### config.mk
export PLATFORM = sky130hd
export DESIGN_NAME = branch_resolve_queue
export DESIGN_NICKNAME = d
export VERILOG_FILES = /design/src/rtl/branch_resolve_queue_pkg.sv /design/src/rtl/branch_resolve_queue_bp_ptr_fifo.sv /design/src/rtl/branch_resolve_queue.sv
export SDC_FILE = /design/constraint.sdc
export NUM_CORES = 1
export LEC_CHECK = 0
export BUFFER_PORTS_ARGS = -buffer_cell sky130_fd_sc_hd__buf_4
export CORE_MARGIN = 2
export CORE_UTILIZATION = 32
export DETAILED_ROUTE_END_ITERATION = 10
export SLEW_MARGIN = 20
export SYNTH_ARGS = -nofsm -noshare
export SYNTH_HDL_FRONTEND = slang
export SYNTH_SLANG_ARGS = --single-unit
### constraint.sdc
create_clock -name clk -period 3.1 [get_ports clk]
set_input_delay 0.155 -clock clk [delete_from_list [all_inputs] [get_ports clk]]
set_output_delay 0.155 -clock clk [all_outputs]
set_load 0.01 [all_outputs]
### src/rtl/branch_resolve_queue_pkg.sv
// Shared definitions for the branch resolve queue: FSM encoding and pointer sizing.
// Pointer width carries one extra wrap bit above the entry index.
package branch_resolve_queue_pkg;

  typedef enum logic {
    ST_RUN   = 1'b0,
    ST_FLUSH = 1'b1
  } brq_state_e;

  function automatic int ptr_w(input int depth);
    return $clog2(depth) + 1;
  endfunction

endpackage

### src/rtl/branch_resolve_queue_bp_ptr_fifo.sv
// 1-bit circular prediction buffer with wrap-bit pointers; head is read combinationally.
// Flush discards everything younger than the (post-pop) head and ignores a same-cycle push.
module bp_ptr_fifo
  import branch_resolve_queue_pkg::*;
#(
  parameter int  DEPTH = 4,
  localparam int PW    = ptr_w(DEPTH)
) (
  input  logic          clk,
  input  logic          rst,
  input  logic          i_push,
  input  logic          i_din,
  input  logic          i_pop,
  input  logic          i_flush,
  output logic          o_head,
  output logic          o_full,
  output logic          o_empty,
  output logic [PW-1:0] o_occupancy
);

  localparam int IW = PW - 1;

  logic          r_mem [DEPTH];
  logic [PW-1:0] r_wr_ptr;
  logic [PW-1:0] r_rd_ptr;
  logic [PW-1:0] w_rd_nxt;
  logic          w_push_ok;
  logic          w_pop_ok;

  assign o_empty     = (r_wr_ptr == r_rd_ptr);
  assign o_full      = (r_wr_ptr[IW-1:0] == r_rd_ptr[IW-1:0]) &&
                       (r_wr_ptr[IW] != r_rd_ptr[IW]);
  assign o_occupancy = r_wr_ptr - r_rd_ptr;
  assign o_head      = r_mem[r_rd_ptr[IW-1:0]];

  assign w_push_ok = i_push && !o_full && !i_flush;
  assign w_pop_ok  = i_pop && !o_empty;
  assign w_rd_nxt  = w_pop_ok ? r_rd_ptr + PW'(1) : r_rd_ptr;

  always_ff @(posedge clk or negedge rst) begin
    if (!rst) begin
      r_wr_ptr <= '0;
      r_rd_ptr <= '0;
    end else begin
      r_rd_ptr <= w_rd_nxt;
      // A flush collapses the queue onto the entry after the one just popped.
      if (i_flush)        r_wr_ptr <= w_rd_nxt;
      else if (w_push_ok) r_wr_ptr <= r_wr_ptr + PW'(1);
    end
  end

  always_ff @(posedge clk) begin
    if (w_push_ok) r_mem[r_wr_ptr[IW-1:0]] <= i_din;
  end

endmodule

### src/rtl/branch_resolve_queue.sv
// Holds per-branch predictions until resolve, compares with outcome, drives predictor
// training, mispredict flush pulse and a saturating mispredict counter; 1-cycle resolve latency.
module branch_resolve_queue
  import branch_resolve_queue_pkg::*;
#(
  parameter int  DEPTH     = 4,
  parameter int  CNT_W     = 8,
  parameter int  FLUSH_CYC = 2,
  localparam int PW        = ptr_w(DEPTH)
) (
  input  logic             clk,
  input  logic             rst,
  input  logic             issue_valid,
  input  logic             issue_pred,
  output logic             issue_ready,
  input  logic             resolve_valid,
  input  logic             resolve_taken,
  output logic             update_valid,
  output logic             update_taken,
  output logic             mispredict,
  output logic             underflow,
  output logic [PW-1:0]    occupancy,
  output logic [CNT_W-1:0] mispredict_count
);

  localparam int FW = (FLUSH_CYC > 1) ? $clog2(FLUSH_CYC) : 1;

  brq_state_e    r_state;
  brq_state_e    w_state_nxt;
  logic [FW-1:0] r_fcnt;
  logic [FW-1:0] w_fcnt_nxt;

  logic w_full;
  logic w_empty;
  logic w_head;
  logic w_issue_acc;
  logic w_res_acc;
  logic w_mis;

  assign w_issue_acc = issue_valid && issue_ready;
  assign w_res_acc   = resolve_valid && !w_empty && (r_state == ST_RUN);
  assign w_mis       = w_res_acc && (w_head != resolve_taken);

  bp_ptr_fifo #(.DEPTH(DEPTH)) u_fifo (
    .clk         (clk),
    .rst         (rst),
    .i_push      (w_issue_acc),
    .i_din       (issue_pred),
    .i_pop       (w_res_acc),
    .i_flush     (w_mis),
    .o_head      (w_head),
    .o_full      (w_full),
    .o_empty     (w_empty),
    .o_occupancy (occupancy)
  );

  always_ff @(posedge clk or negedge rst) begin
    if (!rst) begin
      r_state <= ST_RUN;
      r_fcnt  <= '0;
    end else begin
      r_state <= w_state_nxt;
      r_fcnt  <= w_fcnt_nxt;
    end
  end

  always_comb begin
    w_state_nxt = r_state;
    w_fcnt_nxt  = r_fcnt;
    issue_ready = 1'b0;
    case (r_state)
      ST_RUN: begin
        issue_ready = !w_full;
        if (w_mis) begin
          w_state_nxt = ST_FLUSH;
          w_fcnt_nxt  = FW'(FLUSH_CYC - 1);
        end
      end
      ST_FLUSH: begin
        if (r_fcnt == '0) w_state_nxt = ST_RUN;
        else              w_fcnt_nxt  = r_fcnt - FW'(1);
      end
      default: w_state_nxt = ST_RUN;
    endcase
  end

  always_ff @(posedge clk or negedge rst) begin
    if (!rst) begin
      update_valid     <= 1'b0;
      update_taken     <= 1'b0;
      mispredict       <= 1'b0;
      underflow        <= 1'b0;
      mispredict_count <= '0;
    end else begin
      update_valid <= w_res_acc;
      mispredict   <= w_mis;
      // Resolves during flush or on an empty queue are reported, never trained on.
      underflow    <= resolve_valid && !w_res_acc;
      if (w_res_acc) update_taken <= resolve_taken;
      if (w_mis && (mispredict_count != '1)) mispredict_count <= mispredict_count + CNT_W'(1);
    end
  end

endmodule
# Yosys cells after proc, flatten, opt, wreduce, memory -nomap -nowiden
# Memory sizes are Yosys's and may differ from the RTL's.
# Index checks and enable logic that the tools add are counted.
[totals]
reg_bits = 20
ramBits = 4
input_bits = 6
output_inout_bits = 16
elab_cells = 49
mem_count = 1
[classes]
n_addsub = 5
eq_ne = 6
n_mux = 12
bitwise = 1
reduce_logical = 15
[memory_table]
columns = ["memory", "words", "width", "read_ports", "rd_ports_with_merged_regs", "wr", "line_no", "rtl"]
rows = [
  ["u_fifo.r_mem", 4, 1, 1, 0, 1, "branch_resolve_queue_bp_ptr_fifo.sv:23", "logic r_mem [DEPTH];"],
]
[op_table]
columns = ["op", "count"]
rows = [
  ["logical AND 1 bit", 10],
  ["two-way mux 3 bit", 3],
  ["adder 8 x 1 -> 8 bit, second input constant", 1],
  ["!= test 8 bit, second input constant", 1],
  ["two-way mux 1 bit", 7],
  ["adder 3 x 1 -> 3 bit, second input constant", 2],
  ["logical NOT 1 bit", 4],
  ["case mux 1 bit (2 select lines)", 2],
  ["equality test 3 bit", 1],
  ["subtractor 3 bit", 1],
  ["equality test 2 bit", 1],
  ["!= test 1 bit", 2],
  ["!= test 2 x 1 -> 1 bit, second input constant", 1],
  ["nonzero test 2 bit", 1],
  ["NOT 1 bit", 1],
  ["subtractor 1 bit, second input constant", 1],
]

# Logic depth before layout (Yosys ltp)
[logic_depth]
ltp_word = 9
mapped_depth = 7
ltp_nobuf = 6

# Modules after synthesis
# From an unflattened synthesis, not the netlist that was laid out.
[unflattened]
cells_unflattened = 115
area_unflattened_um2 = 1330.0
[modules_own_cells]
columns = ["module", "n_inst", "cells_per_inst", "area_each_um2", "seq_area_each_um2"]
rows = [
  ["bp_ptr_fifo", 1, 60, 680.7, 270.3],
  ["branch_resolve_queue", 1, 55, 649.4, 350.3],
]

# Least setup slack after synthesis
# No wires, ideal clock.
[synth_timing]
kind = "register to register"
start = "register u_fifo.r_rd_ptr[0]"
end = "register mispredict_count[7]"
setup_ns = 0.125
t_arrival_ns = 1.829
required_time_ns = 2.975
slack_ns = 1.146
path_stages_with_launch = 5
n_path_buf = 0
synth_period_minus_slack_ns = 1.954
cell_sequence = "dfrtp_1 > mux4_2 > xnor2_4 > nor4b_1 > mux2_2"
[synth_between]
elab_chain_len = 6
word_cells_on_any_way = 8
classes_between = "eq/ne (2); reduce/logical (5); memory (1)"
[synth_lines]
columns = ["element", "line_no", "rtl"]
rows = [
  ["from (decl)", "branch_resolve_queue_bp_ptr_fifo.sv:25", "logic [PW-1:0] r_rd_ptr;"],
  ["from (signal assigned)", "branch_resolve_queue_bp_ptr_fifo.sv:45", "r_rd_ptr <= w_rd_nxt;"],
  ["parallel branches: the longest is 4 deep, another holds memory read (4 x 1 bit)", "-", ""],
  ["logical AND 1 bit *", "branch_resolve_queue.sv:42", "assign w_mis = w_res_acc && (w_head != resolve_taken);"],
  ["logical AND 1 bit *", "branch_resolve_queue.sv:100", "if (w_mis && (mispredict_count != '1)) mispredict_count <= mispredict_count + CNT_W'(1);"],
  ["to (signal assigned)", "branch_resolve_queue.sv:100", ""],
  ["to (decl)", "branch_resolve_queue.sv:23", "output logic [CNT_W-1:0] mispredict_count"],
]
# Mark *: on every way between the ends.
# A chain may end at the register's enable or synchronous reset.

# Final worst setup path
[layout_timing]
start = "register u_fifo.r_rd_ptr[0]"
end = "memory u_fifo.r_mem[3], enable pin"
[layout_between]
elab_chain_len = 9
word_cells_on_any_way = 17
classes_between = "eq/ne (3); mux (3); reduce/logical (10); memory (1)"
[layout_lines]
columns = ["element", "line_no", "rtl"]
rows = [
  ["parallel branches: the longest is 4 deep, another holds memory read (4 x 1 bit)", "-", ""],
  ["logical AND 1 bit *", "branch_resolve_queue.sv:42", ""],
  ["net u_fifo.i_flush", "branch_resolve_queue_bp_ptr_fifo.sv:14", "input logic i_flush,"],
  ["logical NOT 1 bit *", "branch_resolve_queue_bp_ptr_fifo.sv:36", "assign w_push_ok = i_push && !o_full && !i_flush;"],
  ["logical AND 1 bit *", "branch_resolve_queue_bp_ptr_fifo.sv:36", ""],
  ["two-way mux 1 bit *", "branch_resolve_queue_bp_ptr_fifo.sv:53", "if (w_push_ok) r_mem[r_wr_ptr[IW-1:0]] <= i_din;"],
  ["two-way mux 1 bit (implied by the code) *", "branch_resolve_queue_bp_ptr_fifo.sv:53", ""],
  ["to (decl)", "branch_resolve_queue_bp_ptr_fifo.sv:23", ""],
]
# Mark *: on every way through the listed nets, which the timed path passes.

==> insert_results.sql <==
INSERT INTO impl_metrics (metric_group, metric, value, unit) VALUES
('outcome', 'run_status', 'finished clean', ''),
('route', 'wl_per_cell', '13.1', 'um'),
('grt', 'global_route_track_usage_on_met3', '0.0152', ''),
('timing', 'final.setup.tns', '0', 'ns'),
('cts', 'cts_tree', 'built', ''),
('route', 'drt_wl_total', '2.27', 'mm'),
('worst_setup_path', 'setup.worst_path.class', 'reg -> reg', ''),
('route', 'postRouteAntennaNets', '0', ''),
('timing', 'timing.final.max_slew_violations', '0', ''),
('worst_setup_path', 'critPathSlowestCell', 'sky130_fd_sc_hd__mux4_2', ''),
('worst_setup_path', 'cell_count_of_the_worst_reg_to_reg_path', '4', ''),
('layout', 'fillerInstances', '349', ''),
('worst_setup_path', 'critical_path.top_delay_family', 'multiplexers', ''),
('grt', 'grt_pass1_wl', '3.80', 'mm'),
('route', 'routed_via_density', '4.76', ''),
('route', 'post-route-drc-count', '0', ''),
('placement', 'dpl.hpwl', '1.68', 'mm'),
('logic_synthesis', 'synth_net_count', '115', ''),
('timing', 'post-route-period-util', '0.713', ''),
('placement', 'globalplace.congestion', '0.814', ''),
('worst_setup_path', 'setup.worst_path.end_class', 'register', ''),
('timing', 'slew_headroom', '0.574', ''),
('grt', 'grt_start_max_net_pins', '21', ''),
('min_path', 'timing.hold.worst.class', 'in -> reg', ''),
('worst_setup_path', 'critical_path_arrival', '2.16', 'ns'),
('cts', 'cts_buffers', '3', ''),
('timing', 'fmaxAchievable', '453', 'MHz'),
('floorplan', 'initial_core_util', '0.337', ''),
('route', 'drt_iter0_drc', '42', ''),
('logic_synthesis', 'ys_seq_elements', '24', ''),
('logic_synthesis', 'postSynth.topFlopCell', 'sky130_fd_sc_hd__dfrtp_1', ''),
('cts', 'clk_latency', '0.26', 'ns'),
('worst_setup_path', 'timing.critical_path.from_type', 'register', ''),
('worst_setup_path', 'timing.critical_path.fanout_max', '9', ''),
('grt', 'global_route.usage.met1', '0.156', ''),
('cts', 'htree_levels', '1', ''),
('grt', 'grt_antenna_before_repair', '0', ''),
('timing', 'final_period_minus_worst_setup_slack', '2.21', 'ns'),
('logic_synthesis', 'synth_top_area_cell', 'sky130_fd_sc_hd__dfrtp_1', ''),
('power', 'leakagePower', '0.695', 'nW'),
('layout', 'layout.nets', '141', ''),
('layout', 'final_design_area_no_fill', '1520', 'um2'),
('placement', 'placement.cell_area', '1460', 'um2'),
('layout', 'layout.cells.most_common_list', '21 x sky130_fd_sc_hd__buf_4, 20 x sky130_fd_sc_hd__dfrtp_1, 9 x sky130_fd_sc_hd__inv_1', ''),
('floorplan', 'die_area', '4430', 'um2'),
('logic_synthesis', 'synth_area_leaders', 'sky130_fd_sc_hd__dfrtp_1 40%, sky130_fd_sc_hd__edfxtp_1 9.6%, sky130_fd_sc_hd__ha_1 8.0%, sky130_fd_sc_hd__mux2_2 5.4%, sky130_fd_sc_hd__xor2_1 4.9%', ''),
('floorplan', 'core_region_area', '3720', 'um2'),
('logic_synthesis', 'ys_seq_area_frac', '0.496', ''),
('worst_setup_path', 'critical_path.max_stage_delay', '0.60', 'ns'),
('worst_setup_path', 'critical_path_required', '3.05', 'ns'),
('floorplan', 'die_width', '66.6', 'um'),
('floorplan', 'die_h', '66.6', 'um'),
('grt', 'grt.total_usage', '0.115', ''),
('worst_setup_path', 'buffering_stage_count_on_the_worst_path_with_inverters_included', '0', ''),
('grt', 'grt.busiest_layer', 'met2', ''),
('layout', 'layout-area-overhead-vs-synth', '21.7', '%'),
('layout', 'antennaDiodeCount', '0', ''),
('min_path', 'whs_path_depth', '1', ''),
('layout', 'post_route_cells_drive_above_1_share', '0.304', ''),
('logic_synthesis', 'synth_top_area_share', '0.400', ''),
('logic_synthesis', 'syn_warnings', '0', ''),
('placement', 'io_buffer_count', '21', ''),
('timing', 'fin_skew', '0.00343', 'ns'),
('route', 'route.vias.total', '824', ''),
('logic_synthesis', 'mapped_avg_cell_area', '12.5', 'um2'),
('worst_setup_path', 'crit_path_cell_count', '4', ''),
('floorplan', 'number_of_top_level_pins', '22', ''),
('floorplan', 'std_cell_rows', '22', ''),
('logic_synthesis', 'synth_cell_type_count', '31', ''),
('timing', 'worst_slew_pin_slew', '0.634', 'ns'),
('job', 'max-cap-violations', '0', '');
[logic make-up (layout without fill, tap and decap cells)]
kind of cell               after synthesis  count (layout)  share of synthesized area
DFF                                     24              24                      0.496
xor gates and xnor gates                13              13                      0.112
muxes                                    8               8                     0.0799
buffers and inverters                   10              35                     0.0360
adders and majority gates                9               9                     0.0959
AOI/OAI and AO/OA                        6               6                     0.0430
and+or+nand+nor                         30              30                      0.138
[synthesized netlist by cell type, drive strengths merged, types with 4 or more instances]
library cell	count
mux2	6
inv	9
xnor2	6
edfxtp	4
nor2	4
ha	8
dfrtp	20
nand2	7
nor3b	4
xor2	7
[power breakdown]
part / internal, W / switching (W) / total [W]
registers: 0.000452 / 0.000128 / 0.000580
clock network: 0.000113 / 0.0000958 / 0.000209
logic: 0.000462 / 0.000450 / 0.000911
[worst paths after layout]
kind	from	endpoint	slack [ns]
hold / removal	issue_pred	u_fifo.r_mem[1]	0.1
hold reg to reg	update_taken	update_taken	0.49
setup reg to reg	u_fifo.r_rd_ptr[0]	u_fifo.r_mem[3]	0.89
min in group asynchronous	rst	underflow	0.31
setup / recovery	u_fifo.r_rd_ptr[0]	u_fifo.r_mem[3]	0.89
max in group asynchronous	rst	u_fifo.r_wr_ptr[1]	2.58
[state kept, by name (all words and copies together) (netlist names)]
register	flops
underflow	1
r_fcnt	1
update_valid	1
update_taken	1
r_state	1
u_fifo.r_rd_ptr	3
u_fifo.r_wr_ptr	3
u_fifo.r_mem	4
mispredict_count	8
mispredict	1
[layer usage]
layer	share of wire	vias to the layer above
met5	0	-
met4	0.019	0
met3	0.040	4
met2	0.48	25
met1	0.46	400
li1	-	395
[final cells by class]
cell class              instances  area [um2]  share of cell area
inverters                       9        33.8              0.0222
clock buffers                   4        55.1              0.0361
multi-input cells              66         587               0.385
well taps                      48        60.1              0.0394
repair buffers                 22         168               0.110
flip-flops and latches         24         621               0.407
[through the flow]
stage	setup WS, ns	std cells	power [W]	util	hold slack [ns]
3_3_place_gp	0.950	168	0.00147	0.393	0.0513
3_5_place_dp	0.899	168	0.00150	0.393	0.0539
5_1_grt	0.778	173	0.00183	0.410	0.0866
2_1_floorplan	1.15	100	0.00117	-	-0.141
4_1_cts	0.850	173	0.00172	0.410	0.0885
6_report	0.891	173	0.00170	0.410	0.0952
[repair_timing]
action / in CTS / in global routing
hold buffers: 1 / 0
gates resized for setup: 0 / 0
endpoints found under the hold margin: 20 / 0
Power figures use the tool's default switching activity.
